**config.mk**
```make
export PLATFORM = sky130hd
export DESIGN_NAME = rv_alu
export DESIGN_NICKNAME = d
export VERILOG_FILES = /design/src/rtl/rv_alu.sv
export SDC_FILE = /design/constraint.sdc
export NUM_CORES = 2
export LEC_CHECK = 0
export BUFFER_PORTS_ARGS = -buffer_cell sky130_fd_sc_hd__buf_4
export CAP_MARGIN = 20
export CORE_MARGIN = 3
export CORE_UTILIZATION = 30
export CTS_BUF_LIST = sky130_fd_sc_hd__clkbuf_16
export DETAILED_ROUTE_END_ITERATION = 8
export PLACE_DENSITY = 0.52
export REMOVE_ABC_BUFFERS = 1
export SETUP_SLACK_MARGIN = 0.05
export SLEW_MARGIN = 20
export SYNTH_ARGS = -nofsm -noshare
export SYNTH_HDL_FRONTEND = slang
export SYNTH_SLANG_ARGS = --single-unit
```
**constraint.sdc**
```tcl
create_clock -name clk -period 17.9 [get_ports clk]
set_input_delay 0 -clock clk [delete_from_list [all_inputs] [get_ports clk]]
set_output_delay 0 -clock clk [all_outputs]
set_load 0.01 [all_outputs]
```
**src/rtl/rv_alu.sv**
```systemverilog
// Execute-stage ALU: combinational RV32I ops plus a multi-cycle M-extension unit
// (single-step multiply, 32-step restoring divide) that reports completion on cmpl.
module rv_alu (
  input  logic        clk,
  input  logic        xreset,
  input  logic        rdy,
  input  logic [4:0]  alu,
  input  logic [31:0] rrd1,
  input  logic [31:0] rrd2,
  input  logic [31:0] csr_rd,
  output logic [31:0] rwdat,
  output logic [31:0] rwdatx,
  output logic        cmpl,
  output logic        mulop
);

  typedef enum logic [4:0] {
    A_NA     = 5'd0,  A_ADD  = 5'd1,  A_SUB  = 5'd2,  A_SLL    = 5'd3,
    A_SLT    = 5'd4,  A_SLTU = 5'd5,  A_XOR  = 5'd6,  A_SRL    = 5'd7,
    A_SRA    = 5'd8,  A_OR   = 5'd9,  A_AND  = 5'd10, A_CSR    = 5'd11,
    A_MUL    = 5'd16, A_MULH = 5'd17, A_MULHSU = 5'd18, A_MULHU = 5'd19,
    A_DIV    = 5'd20, A_DIVU = 5'd21, A_REM  = 5'd22, A_REMU   = 5'd23
  } alu_t;

  typedef enum logic [1:0] {IDLE, BUSY, DONE} state_t;

  state_t      state_q, state_d;
  logic [5:0]  cnt_q;
  logic [4:0]  op_q;
  logic [31:0] a_q, b_q;
  logic [31:0] rem_q, quo_q;

  logic        signed_div;
  logic [31:0] div_mag;
  logic [32:0] shifted;
  logic [31:0] step_diff;
  logic        step_ge;
  logic [31:0] step_rem, step_quo;
  logic        sa, sb;
  logic [63:0] a_ext, b_ext, prod;
  logic [31:0] final_res;

  assign mulop = alu[4];

  always_comb begin
    rwdat = 32'd0;
    case (alu)
      A_ADD:  rwdat = rrd1 + rrd2;
      A_SUB:  rwdat = rrd1 - rrd2;
      A_SLL:  rwdat = rrd1 << rrd2[4:0];
      A_SLT:  rwdat = {31'd0, $signed(rrd1) < $signed(rrd2)};
      A_SLTU: rwdat = {31'd0, rrd1 < rrd2};
      A_XOR:  rwdat = rrd1 ^ rrd2;
      A_SRL:  rwdat = rrd1 >> rrd2[4:0];
      A_SRA:  rwdat = $signed(rrd1) >>> rrd2[4:0];
      A_OR:   rwdat = rrd1 | rrd2;
      A_AND:  rwdat = rrd1 & rrd2;
      A_CSR:  rwdat = csr_rd;
      default: rwdat = 32'd0;
    endcase
  end

  // DIV/REM (codes 20/22) are the signed divide ops; they run on magnitudes.
  assign signed_div = (op_q == A_DIV) || (op_q == A_REM);
  assign div_mag    = (signed_div && b_q[31]) ? -b_q : b_q;

  // One restoring-division step: shift in the next dividend bit, subtract if it fits.
  assign shifted   = {rem_q, quo_q[31]};
  assign step_ge   = shifted >= {1'b0, div_mag};
  assign step_diff = shifted[31:0] - div_mag;
  assign step_rem  = step_ge ? step_diff : shifted[31:0];
  assign step_quo  = {quo_q[30:0], step_ge};

  // Only the low 64 bits of the product matter, so 64-bit extended operands suffice.
  assign sa    = (op_q == A_MULH) || (op_q == A_MULHSU);
  assign sb    = (op_q == A_MULH);
  assign a_ext = {{32{sa & a_q[31]}}, a_q};
  assign b_ext = {{32{sb & b_q[31]}}, b_q};
  assign prod  = a_ext * b_ext;

  always_comb begin
    final_res = 32'd0;
    case (op_q)
      A_MUL:                      final_res = prod[31:0];
      A_MULH, A_MULHSU, A_MULHU:  final_res = prod[63:32];
      A_DIV:  final_res = (b_q == 32'd0) ? 32'hFFFF_FFFF :
                          (a_q[31] ^ b_q[31]) ? -step_quo : step_quo;
      A_DIVU: final_res = (b_q == 32'd0) ? 32'hFFFF_FFFF : step_quo;
      A_REM:  final_res = (b_q == 32'd0) ? a_q : (a_q[31] ? -step_rem : step_rem);
      A_REMU: final_res = (b_q == 32'd0) ? a_q : step_rem;
      default: final_res = 32'd0;
    endcase
  end

  always_comb begin
    state_d = state_q;
    case (state_q)
      IDLE:    if (mulop) state_d = BUSY;
      BUSY:    if (cnt_q == 6'd1) state_d = DONE;
      DONE:    state_d = IDLE;
      default: state_d = IDLE;
    endcase
  end

  always_ff @(posedge clk or negedge xreset) begin
    if (!xreset) begin
      state_q <= IDLE;
      cnt_q   <= 6'd0;
      op_q    <= 5'd0;
      a_q     <= 32'd0;
      b_q     <= 32'd0;
      rem_q   <= 32'd0;
      quo_q   <= 32'd0;
      rwdatx  <= 32'd0;
      cmpl    <= 1'b0;
    end else if (rdy) begin
      state_q <= state_d;
      case (state_q)
        IDLE: if (mulop) begin
          op_q  <= alu;
          a_q   <= rrd1;
          b_q   <= rrd2;
          cnt_q <= alu[2] ? 6'd32 : 6'd1;
          rem_q <= 32'd0;
          quo_q <= ((alu == A_DIV || alu == A_REM) && rrd1[31]) ? -rrd1 : rrd1;
        end
        BUSY: begin
          cnt_q <= cnt_q - 6'd1;
          rem_q <= step_rem;
          quo_q <= step_quo;
          if (cnt_q == 6'd1) begin
            rwdatx <= final_res;
            cmpl   <= 1'b1;
          end
        end
        DONE: cmpl <= 1'b0;
        default: cmpl <= 1'b0;
      endcase
    end
  end

endmodule

```
==> key figures <==
STA
  – Setup violators final: 0
  – Hold Worst Slack: 0.0635 ns
  – Worst-Margin Slew: between 1 and 1.5 ns
  – Count of pins over their slew limit: 0
  – Final Hold Viols: 0
  – Max Clock Skew: 0.0265 ns
  – Slew Limit Headroom: 29.5%
  – Peak Freq: 97.3 MHz
  – Unrepaired setup endpoints after global routing: no
  – Setup_tns: 0 ns
  – Fin crit period: 10.28 ns
  – Crit share post-route: between 50% and 60%

Placed design
  – RePlAce Congestion: 0.979
  – Post-placement cell area: 0.0633 mm2
  – Dpl hpwl: 185 mm
  – IO Port Bufs: 169

Layout
  – Area occupied by multi-input gates: roughly 0.05 mm2
  – Area grow syn2layout: 7.94%
  – Final nets: between 8,000 and 9,000
  – Fill count: about 21,000
  – Layout cells sized above 1: under 10%
  – Reg area: 0.00437 mm2
  – Finished Cell Area: 0.0644 mm2

Drt
  – Average vias per placed instance: 5.38
  – Residual DRC: 0
  – Router iterations before antenna repair: 5
  – Post-route ant nets: 0
  – Via count: 52,600
  – 1st-iter DRT viols: 4,417
  – Routed len/inst: 24.6 um
  – Drt total wl: between 200 and 250 mm

Synthesis
  – Largest family of logic cells by synthesized area: adder cells
  – Mean Syn Cell Area: 8.22 um2
  – Area share of xor/xnor cells in the synthesized design: ~3.0%
  – Mapped cell area: 0.0596 mm2
  – Post-synthesis cell count: between 7,000 and 8,000
  – Mux contribution to synthesized area: 2.77%
  – Seq/Total Area, Yosys: under 10%
  – Post-synth EDFFs: 0
  – Async SR Flop Fraction: 100%
  – Synth Area in Adders: between 40% and 50%
  – Seq cells post-synth: 174
  – Synth Area in Compound Gates: 13.7%
  – Synth Flop Type: dfrtp_1
  – Post-Synth Simple-Gate Area: 16.8%
  – Synth unique cells: 98
  – Synthesis Warnings: 0

Clocking
  – Clk_lat worst skew: about 0.54 ns
  – CTS clk-pin slew, worst paths: about 0.090 ns
  – CTS tree: built
  – Post-CTS Setup Bufs: 0
  – Htree depth: 4
  – Cts repair resizes: 0
  – Inserted Clock Buffers: 17
  – Hold Buf Count CTS: 44
  – Clk root buf: clkbuf_16
  – Clk buf depth: 2
  – CTS sink count: 174

Hold path
  – Hold Crit Start: rrd1[27]
  – Hold crit path type: in2reg
  – Worst Hold Depth: 3
  – Hold endpoint: a_q[27]

Critical path
  – R2r startpoint: a_q[31]
  – Worst path arrival time: 10.68 ns
  – Crit path largest cell delay: 0.75 ns
  – Kind of critical path: reg2reg
  – Worst-path fanout max: 60
  – Worst reg-to-reg setup slack: approximately 7.6 ns
  – Critical Path Stages: 27
  – Critical Path Start Type: flop
  – R2R depth: 27
  – Cell mode on critical path: fa_1
  – Required @ worst endpoint: 18.30 ns
  – Worst setup EP type: flop
  – CP bufs+invs: 8
  – Critical-path top delay cell: fa_1
  – FF-to-FF End: rwdatx[31]
  – Crit path max-delay family: adder cells

Flow run
  – Max-capacitance violation count: 0

GRT
  – Initial antenna violation count: 9
  – Pin count of the biggest net entering global routing: 85
  – Gr ovfl total: 0
  – Total Routing Usage GR: 23.5%
  – First-pass GRT wire length: 364 mm
  – Vias in the first global route: ~55,000

Die
  – IO Count: 170
  – Chip height: 452 um
  – Rows: 163
  – CORE AREA: 0.197 mm2
  – Initial core utilization: between 30% and 40%
  – Chip Width: 452 um
  – Die area: slightly above 0.2 mm2

Outcome
  – Status: finished clean
worst register-to-register path, delay by kind of cell (launching register included):
kind / cells / cell delay, ns
AOI/OAI and AO/OA: 8 / 1.77
adders and majority gates: 9 / 5.04
buffers and inverters: 8 / 2.52
DFF: 1 / 0.34
and+or+nand+nor: 2 / 0.50
how the worst max path moves through the flow:
stage,startpoint,endpoint,slack [ns]
2_1_floorplan,a_q[31],rwdatx[31],7.28
3_3_place_gp,a_q[31],rwdatx[31],7.65
3_5_place_dp,a_q[31],rwdatx[31],7.60
4_1_cts,a_q[31],rwdatx[31],7.57
5_1_grt,a_q[31],rwdatx[23],7.00
6_report,a_q[31],rwdatx[31],7.62
cells in the final DEF, fill, tap and decap left out, drive strengths merged, types with 27 or more instances in the layout:
cell / n
inv: 1306
nand2: 1154
fa: 1128
o21ai: 388
nor2: 361
ha: 348
a21oi: 341
and2: 307
buf: 286
dfrtp: 174
xnor2: 129
mux2i: 86
xor2: 77
nand3: 73
nor3: 69
a21o: 65
a221oi: 45
dlygate4sd3: 43
a31oi: 42
or3: 41
a211oi: 39
nor4: 36
o22ai: 35
o31ai: 34
nand4: 32
mux4: 31
a22oi: 30
nand2b: 29
o21bai: 27
and3: 27
per-layer routing:
layer / GRT usage, % / wire length (um)
met1: 31.3 / 102000
met2: 37.8 / 110000
met3: 3.38 / 16300
met4: 10.8 / 12600
met5: 0 / 40
cell usage after synthesis, types with 10 or more instances:
master,count,area (um2)
inv_1,1295,4860
or3_1,40,250
o21bai_1,26,195
a221oi_1,43,377
buf_1,64,240
a211oi_1,37,278
o21a_1,19,143
o21ai_0,381,1910
nor4_1,35,219
clkbuf_1,406,1520
nor2b_1,19,119
a21o_1,64,480
or4_1,20,150
nand4_1,32,200
fa_1,1128,22600
xnor2_1,129,1130
mux4_2,31,698
nand2_1,1153,4330
a22oi_1,30,225
nand2b_1,29,181
o211ai_1,24,180
and3_1,27,169
a2111oi_0,15,131
or2_2,18,113
mux2i_1,85,851
a211o_1,10,87.6
xor2_1,77,674
nor3_1,67,335
nor2_1,361,1360
and2_1,307,1920
ha_1,348,4350
a21oi_1,340,1700
o2111ai_1,20,175
o22ai_1,35,219
o31ai_1,34,255
a221o_1,11,110
o221ai_1,17,149
nand3_1,71,355
a22o_1,10,87.6
o41ai_1,21,184
dfrtp_1,174,4350
a31oi_1,42,263
cells by family (layout without fill, tap and decap cells):
kind of cell | after synthesis | count (layout)
xor gates and xnor gates | 206 | 206
adders and majority gates | 1476 | 1476
and+or+nand+nor | 2211 | 2211
AOI/OAI and AO/OA | 1282 | 1282
buffers and inverters | 1784 | 1659
muxes | 125 | 125
other | 0 | 1
DFF | 174 | 174
stage by stage:
| stage | std cells | utilization [%] | setup slack [ns] |
|---|---|---|---|
| floorplan | 6771 | - | 7.28 |
| global placement | 9697 | 32.1 | 7.65 |
| detailed placement | 9697 | 32.1 | 7.60 |
| CTS | 9773 | 32.6 | 7.57 |
| global route | 9773 | 32.6 | 7.00 |
| finish | 9774 | 32.6 | 7.62 |
state kept, by name (all words and copies together) (netlist names):
register / flops
cnt_q: 6
op_q: 5
quo_q: 32
rem_q: 32
cmpl: 1
state_q: 2
a_q: 32
rwdatx: 32
b_q: 32
cell type report:
| cell class | count | area share (%) |
|---|---|---|
| Clock inverter | 15 | 0.261 |
| Multi-Input combinational cell | 5300 | 75.5 |
| Clock buffer | 17 | 0.661 |
| Tap cell | 2640 | 5.13 |
| Sequential cell | 174 | 6.78 |
| Inverter | 1297 | 7.56 |
| Antenna cell | 1 | 0.00389 |
| Timing Repair Buffer | 330 | 4.06 |
Power is not shown: default switching activity piles up to over one toggle a cycle in this logic, so the estimate is an artifact.
